## config.mk

```make
export PLATFORM = sky130hd
export DESIGN_NAME = uart_tx_buffered
export DESIGN_NICKNAME = d
export VERILOG_FILES = /design/src/rtl/uart_tx_buffered.sv
export SDC_FILE = /design/constraint.sdc
export NUM_CORES = 1
export LEC_CHECK = 0
export BUFFER_PORTS_ARGS = -buffer_cell sky130_fd_sc_hd__buf_2
export CORE_ASPECT_RATIO = 1.5
export CORE_MARGIN = 2
export CORE_UTILIZATION = 60
export DETAILED_ROUTE_END_ITERATION = 6
export PLACE_DENSITY = 0.77
export SYNTH_ARGS = -nofsm -noshare
export SYNTH_HDL_FRONTEND = slang
export SYNTH_SLANG_ARGS = --single-unit
```

## constraint.sdc

```tcl
create_clock -name clock -period 4 [get_ports clock]
set_input_delay 0.2 -clock clock [delete_from_list [all_inputs] [get_ports clock]]
set_output_delay 0.2 -clock clock [all_outputs]
set_load 0.03 [all_outputs]
```

## src/rtl/uart_tx_buffered.sv

```systemverilog
// uart_tx_buffered: byte FIFO feeding an 8N1 serializer for the debug UART link.
// Bytes pushed by the debug unit are queued, then sent LSB first with one start
// and one stop bit. A one-cycle dataSent pulse marks the final clock of each stop bit.
module uart_tx_buffered #(
    parameter int CLKS_PER_BIT = 868,
    parameter int FIFO_ADDR_W  = 4
) (
    input  logic                   clock,
    input  logic                   reset,
    input  logic [7:0]             dataIn,
    input  logic                   writeFifoFlag,
    input  logic                   notStartUartTrans,
    output logic                   tx,
    output logic                   dataSent,
    output logic                   fifoFull,
    output logic                   fifoEmpty,
    output logic [FIFO_ADDR_W:0]   fifoCount,
    output logic                   busy,
    output logic                   overflow
);

    localparam int DEPTH = 1 << FIFO_ADDR_W;
    localparam int CNT_W = (CLKS_PER_BIT > 2) ? $clog2(CLKS_PER_BIT) : 1;

    localparam logic [CNT_W-1:0]     BAUD_LAST    = CNT_W'(CLKS_PER_BIT - 1);
    // dataSent is registered, so it is raised one clock ahead of the bit-period end
    localparam logic [CNT_W-1:0]     BAUD_PRELAST = CNT_W'(CLKS_PER_BIT - 2);
    localparam logic [FIFO_ADDR_W:0] FULL_COUNT   = (FIFO_ADDR_W + 1)'(DEPTH);
    localparam logic [FIFO_ADDR_W:0] COUNT_ONE    = (FIFO_ADDR_W + 1)'(1);

    localparam logic [1:0] ST_IDLE  = 2'd0;
    localparam logic [1:0] ST_START = 2'd1;
    localparam logic [1:0] ST_DATA  = 2'd2;
    localparam logic [1:0] ST_STOP  = 2'd3;

    logic [7:0]             fifoMem_r [DEPTH];
    logic [FIFO_ADDR_W-1:0] wrPtr_r;
    logic [FIFO_ADDR_W-1:0] rdPtr_r;
    logic [FIFO_ADDR_W:0]   count_r;
    logic                   full_r;
    logic                   empty_r;
    logic                   overflow_r;

    logic [1:0]             state_r;
    logic [CNT_W-1:0]       baudCnt_r;
    logic [2:0]             bitIdx_r;
    logic [7:0]             shift_r;
    logic                   tx_r;
    logic                   dataSent_r;
    logic                   busy_r;

    logic                   push_s;
    logic                   pop_s;
    logic                   baudEnd_s;
    logic [FIFO_ADDR_W:0]   nextCount_s;

    // Push/pop qualification and the post-edge FIFO occupancy
    always_comb begin
        push_s      = writeFifoFlag && !full_r;
        pop_s       = (state_r == ST_IDLE) && !empty_r && !notStartUartTrans;
        baudEnd_s   = (baudCnt_r == BAUD_LAST);
        nextCount_s = count_r;
        if (push_s && !pop_s) begin
            nextCount_s = count_r + COUNT_ONE;
        end else if (pop_s && !push_s) begin
            nextCount_s = count_r - COUNT_ONE;
        end else begin
            nextCount_s = count_r;
        end
    end

    // FIFO storage; contents need no reset because pointers gate every read
    always_ff @(posedge clock) begin
        if (push_s && !reset) begin
            fifoMem_r[wrPtr_r] <= dataIn;
        end
    end

    // FIFO pointers, occupancy, flags and the sticky overflow indicator
    always_ff @(posedge clock) begin
        if (reset) begin
            wrPtr_r    <= {FIFO_ADDR_W{1'b0}};
            rdPtr_r    <= {FIFO_ADDR_W{1'b0}};
            count_r    <= {(FIFO_ADDR_W + 1){1'b0}};
            full_r     <= 1'b0;
            empty_r    <= 1'b1;
            overflow_r <= 1'b0;
        end else begin
            if (push_s) begin
                wrPtr_r <= wrPtr_r + 1'b1;
            end
            if (pop_s) begin
                rdPtr_r <= rdPtr_r + 1'b1;
            end
            if (writeFifoFlag && full_r) begin
                overflow_r <= 1'b1;
            end
            count_r <= nextCount_s;
            full_r  <= (nextCount_s == FULL_COUNT);
            empty_r <= (nextCount_s == {(FIFO_ADDR_W + 1){1'b0}});
        end
    end

    // Frame sequencer: start bit, eight data bits LSB first, stop bit
    always_ff @(posedge clock) begin
        if (reset) begin
            state_r    <= ST_IDLE;
            baudCnt_r  <= {CNT_W{1'b0}};
            bitIdx_r   <= 3'd0;
            shift_r    <= 8'h00;
            tx_r       <= 1'b1;
            busy_r     <= 1'b0;
            dataSent_r <= 1'b0;
        end else begin
            dataSent_r <= (state_r == ST_STOP) && (baudCnt_r == BAUD_PRELAST);
            if (state_r == ST_IDLE) begin
                baudCnt_r <= {CNT_W{1'b0}};
            end else if (baudEnd_s) begin
                baudCnt_r <= {CNT_W{1'b0}};
            end else begin
                baudCnt_r <= baudCnt_r + 1'b1;
            end
            case (state_r)
                ST_IDLE: begin
                    if (pop_s) begin
                        shift_r  <= fifoMem_r[rdPtr_r];
                        bitIdx_r <= 3'd0;
                        tx_r     <= 1'b0;
                        busy_r   <= 1'b1;
                        state_r  <= ST_START;
                    end else begin
                        tx_r     <= 1'b1;
                        busy_r   <= 1'b0;
                    end
                end
                ST_START: begin
                    if (baudEnd_s) begin
                        tx_r     <= shift_r[0];
                        bitIdx_r <= 3'd0;
                        state_r  <= ST_DATA;
                    end
                end
                ST_DATA: begin
                    if (baudEnd_s) begin
                        if (bitIdx_r == 3'd7) begin
                            tx_r    <= 1'b1;
                            state_r <= ST_STOP;
                        end else begin
                            bitIdx_r <= bitIdx_r + 3'd1;
                            shift_r  <= {1'b0, shift_r[7:1]};
                            tx_r     <= shift_r[1];
                        end
                    end
                end
                ST_STOP: begin
                    if (baudEnd_s) begin
                        busy_r  <= 1'b0;
                        state_r <= ST_IDLE;
                    end
                end
                default: begin
                    tx_r    <= 1'b1;
                    busy_r  <= 1'b0;
                    state_r <= ST_IDLE;
                end
            endcase
        end
    end

    assign tx        = tx_r;
    assign dataSent  = dataSent_r;
    assign busy      = busy_r;
    assign fifoFull  = full_r;
    assign fifoEmpty = empty_r;
    assign fifoCount = count_r;
    assign overflow  = overflow_r;

endmodule

```

==> flow_summary_export.csv <==
group,metric,value,unit
final_layout,nets,521,
logic_synthesis,synth-seq-cells,174,
floorplanning,coreArea,11600,µm²
worst_setup_path,rr_worst_depth,7,
logic_synthesis,syn-cell-area,7170,µm²
global_route,overflow,0,
worst_setup_path,slowest_delay,540,ps
timing,fin_skew,6.23,ps
worst_hold_path,holdPathEnd,"overflow",
worst_setup_path,critPathLaunchType,"register",
global_route,track_usage,23.2,%
final_layout,area_growth,11.4,%
logic_synthesis,seq_area_frac_synth,66.4,%
floorplanning,initial_core_util,61.9,%
logic_synthesis,syn_nets,496,
worst_setup_path,critical_path.max_fanout,11,
timing,setup_ws,1410,ps
power,power_density,575,nW/µm²
timing,drv_slew,0,
final_layout,antenna_cells,0,
worst_setup_path,crit_chain,"inv_1 -> ha_1 -> or3b_1 -> nor2_1 -> and2_1 -> a221oi_1 -> and3_1",
timing,hold_viol_final,0,
global_route,grt_pass1_vias,4065,
global_route,grt_pass1_wl,21700,µm
logic_synthesis,yosysTopAreaCell,"edfxtp_1",
worst_hold_path,hp-class,"in -> reg",
floorplanning,fp.dieArea,12900,µm²
timing,worstMarginPinSlew,1190,ps
timing,rsz0062_at_grt,"false",
logic_synthesis,async_flop_share,0,%
outcome,status,"finished, final reports clean",
placement,hpwl,9020,µm
logic_synthesis,synth.avg_cell_area,15.3,µm²
clock_tree,cts_resized,0,
clock_tree,cts_sinks,174,
worst_setup_path,worstSetupPathType,"reg -> reg",
logic_synthesis,synth_edf_count,128,
clock_tree,insertion_delay,420,ps
worst_setup_path,reg2reg_setup_slack,1410,ps
detailed_routing,via_per_inst,6.00,
floorplanning,io_pins,23,
final_layout,drive_above_1_share,21.1,%
final_layout,fill_cells,764,
logic_synthesis,synth_area_leaders,"edfxtp_1, dfxtp_1, mux4_2, ha_1, nor2_1",
detailed_routing,dr.pass1.iters,6,
worst_setup_path,arrival,2910,ps
worst_hold_path,hold_start,"writeFifoFlag",
power,ir_drop,0.000388,V
detailed_routing,vias,3939,
timing,fin_crit_sh,64.8,%
floorplanning,die-height,138,µm
clock_tree,post_cts.repair.setup_buffers,0,
detailed_routing,drc,0,
clock_tree,clockBufferDepth,2,
worst_setup_path,worstReg2RegStart,"state_r[0]",
clock_tree,numCtsBuffers,17,
detailed_routing,postRouteAntennaNets,0,
timing,slew_headroom,20.5,%
placement,io_buffers,22,
timing,period_needed,2590,ps
global_route,antenna_found_initial,0,
logic_synthesis,yosysWarningCount,0,
worst_hold_path,worstHoldPathCells,3,
power,p_leak,2.68,nW
floorplanning,rows,48,
flow_run,drv_cap,0,
placement,dpl_worst_slack,1450,ps
worst_setup_path,reg2reg_to,"shift_r[5]",
detailed_routing,wl_per_cell,21.0,µm
worst_setup_path,cp-end-kind,"register",
timing,fmax,386,MHz
logic_synthesis,synth_ff_type,"edfxtp_1",
logic_synthesis,synth_cells,468,
logic_synthesis,synth_top_area_share,53.6,%
clock_tree,clk_pin_slew,70,ps
clock_tree,clockRootBuffer,"clkbuf_16",
clock_tree,cts_tree,"built",
clock_tree,cts_hold_buf,0,
worst_setup_path,crit_slowest_cell,"or3b_1",
timing,setup_tns,0,ps
clock_tree,htree_levels,4,
placement,gp_congestion,0.829,
global_route,grt_max_degree,37,
detailed_routing,detail_route.iter0.violations,302,
timing,setup_viol,0,
logic_synthesis,synth.distinct_cells,55,
floorplanning,die_w,93.3,µm
worst_setup_path,required,4320,ps
detailed_routing,wirelength,13800,µm
critical path, delay by kind of cell, from the launching register on:
kind,cells,cell delay (ps)
compound gates,1,170
fa+ha+maj,1,240
buf+inv,1,120
flops,1,350
simple gates,4,1610
layer usage:
metal / vias up / global-route usage (%) / part of all wire [%]
met5: - / 0 / 0
met3: 32 / 4.95 / 4.0
li1: 1830 / - / -
met2: 110 / 41.8 / 55
met1: 1967 / 26.5 / 38
met4: 0 / 10.2 / 2.9
Yosys cell counts, types with 2 or more instances:
library cell	count
a211oi_1	2
a21oi_1	7
a221oi_1	6
a22o_1	3
a311oi_1	2
a31oi_1	5
and2_1	3
and3_1	10
buf_2	7
buf_6	3
clkbuf_1	7
clkbuf_4	2
dfxtp_1	46
edfxtp_1	128
ha_1	16
inv_1	12
mux2i_1	18
mux4_2	31
nand2_1	26
nand3_1	12
nand3b_1	6
nand4_1	3
nor2_1	53
nor3_1	3
nor4_1	2
o21ai_0	5
or3_1	2
or3_2	6
xnor2_1	9
xor2_1	8
state kept, by name, summed over array words and instances (netlist names), named ones only:
signal     cells
fifoMem_r    128
baudCnt_r     10
shift_r        8
fifoCount      5
rdPtr_r        4
wrPtr_r        4
bitIdx_r       3
state_r        2
busy           1
dataSent       1
fifoEmpty      1
fifoFull       1
overflow       1
tx             1
cell type report:
cell class | count | area (µm²) | share of cell area, %
sequential | 174 | 4770 | 59.6
timing repair buffer | 28 | 155 | 1.94
inverter | 12 | 45.0 | 0.564
clock inverter | 15 | 190 | 2.38
tap | 150 | 188 | 2.35
clock buffer | 17 | 425 | 5.32
multi-input combinational | 260 | 2220 | 27.8
how the worst max path moves through the flow:
stage                          start         end  slack [ps]  depth (start not counted)
final                     state_r[0]  shift_r[5]        1410                          7
after global routing      state_r[0]  shift_r[5]        1230                          7
after CTS                 state_r[0]  shift_r[5]        1430                          7
after detailed placement  state_r[0]  shift_r[5]        1450                          7
after global placement    state_r[0]  shift_r[6]        1600                          7
after floorplan           state_r[0]   fifoEmpty        1950                          8
layout by cell type, fill, tap and decap left out, types with 2 or more instances in the layout:
| cell | Yosys | layout |
|---|---|---|
| a21oi_1 | 7 | 7 |
| and3_1 | 10 | 10 |
| mux2i_1 | 18 | 18 |
| nor4_1 | 2 | 2 |
| a221oi_1 | 6 | 6 |
| inv_1 | 12 | 12 |
| dfxtp_1 | 46 | 45 |
| xor2_1 | 8 | 8 |
| a211oi_1 | 2 | 2 |
| a22o_1 | 3 | 3 |
| clkbuf_16 | 0 | 17 |
| or3_2 | 6 | 6 |
| nor2_1 | 53 | 53 |
| bufinv_16 | 0 | 2 |
| nand4_1 | 3 | 3 |
| nand3b_1 | 6 | 6 |
| or3_1 | 2 | 2 |
| nand3_1 | 12 | 12 |
| and2_1 | 3 | 3 |
| nand2_1 | 26 | 26 |
| mux4_2 | 31 | 31 |
| xnor2_1 | 9 | 9 |
| a311oi_1 | 2 | 2 |
| buf_4 | 1 | 6 |
| ha_1 | 16 | 16 |
| buf_2 | 7 | 22 |
| edfxtp_1 | 128 | 128 |
| inv_6 | 0 | 5 |
| a31oi_1 | 5 | 5 |
| nor3_1 | 3 | 3 |
| o21ai_0 | 5 | 5 |
| inv_8 | 0 | 5 |
power by group:
part	total, W	switching (W)	internal, W
Clock	0.00170	0.000739	0.000956
Sequential	0.00212	0.000103	0.00202
Combinational	0.000777	0.000420	0.000357
Total	0.00459	0.00126	0.00333
cell families (layout without fill, tap and decap cells):
logic type               after synthesis  in the layout  share of synthesized area, %
flip-flops                           174            174                          66.4
AND/OR/NAND/NOR                      141            141                          10.1
multiplexers                          50             50                          12.4
AO/OA/AOI/OAI                         36             36                          3.59
buffers and inverters                 34             72                          2.60
XOR/XNOR                              17             17                          2.08
adder cells (fa/ha/maj)               16             16                          2.79
stage by stage:
step / util, % / power, W / instance area, µm² / hold WS [ps] / instances
after floorplan: - / 0.00275 / 7170 / 299 / 468
after global placement: 63.6 / 0.00290 / 7370 / 443 / 624
after detailed placement: 63.6 / 0.00293 / 7370 / 456 / 624
after CTS: 68.9 / 0.00462 / 7990 / 22.5 / 656
after global routing: 68.9 / 0.00478 / 7990 / 31.0 / 656
final: 68.9 / 0.00459 / 7990 / 29.0 / 656
(Power assumes the default switching activity.)
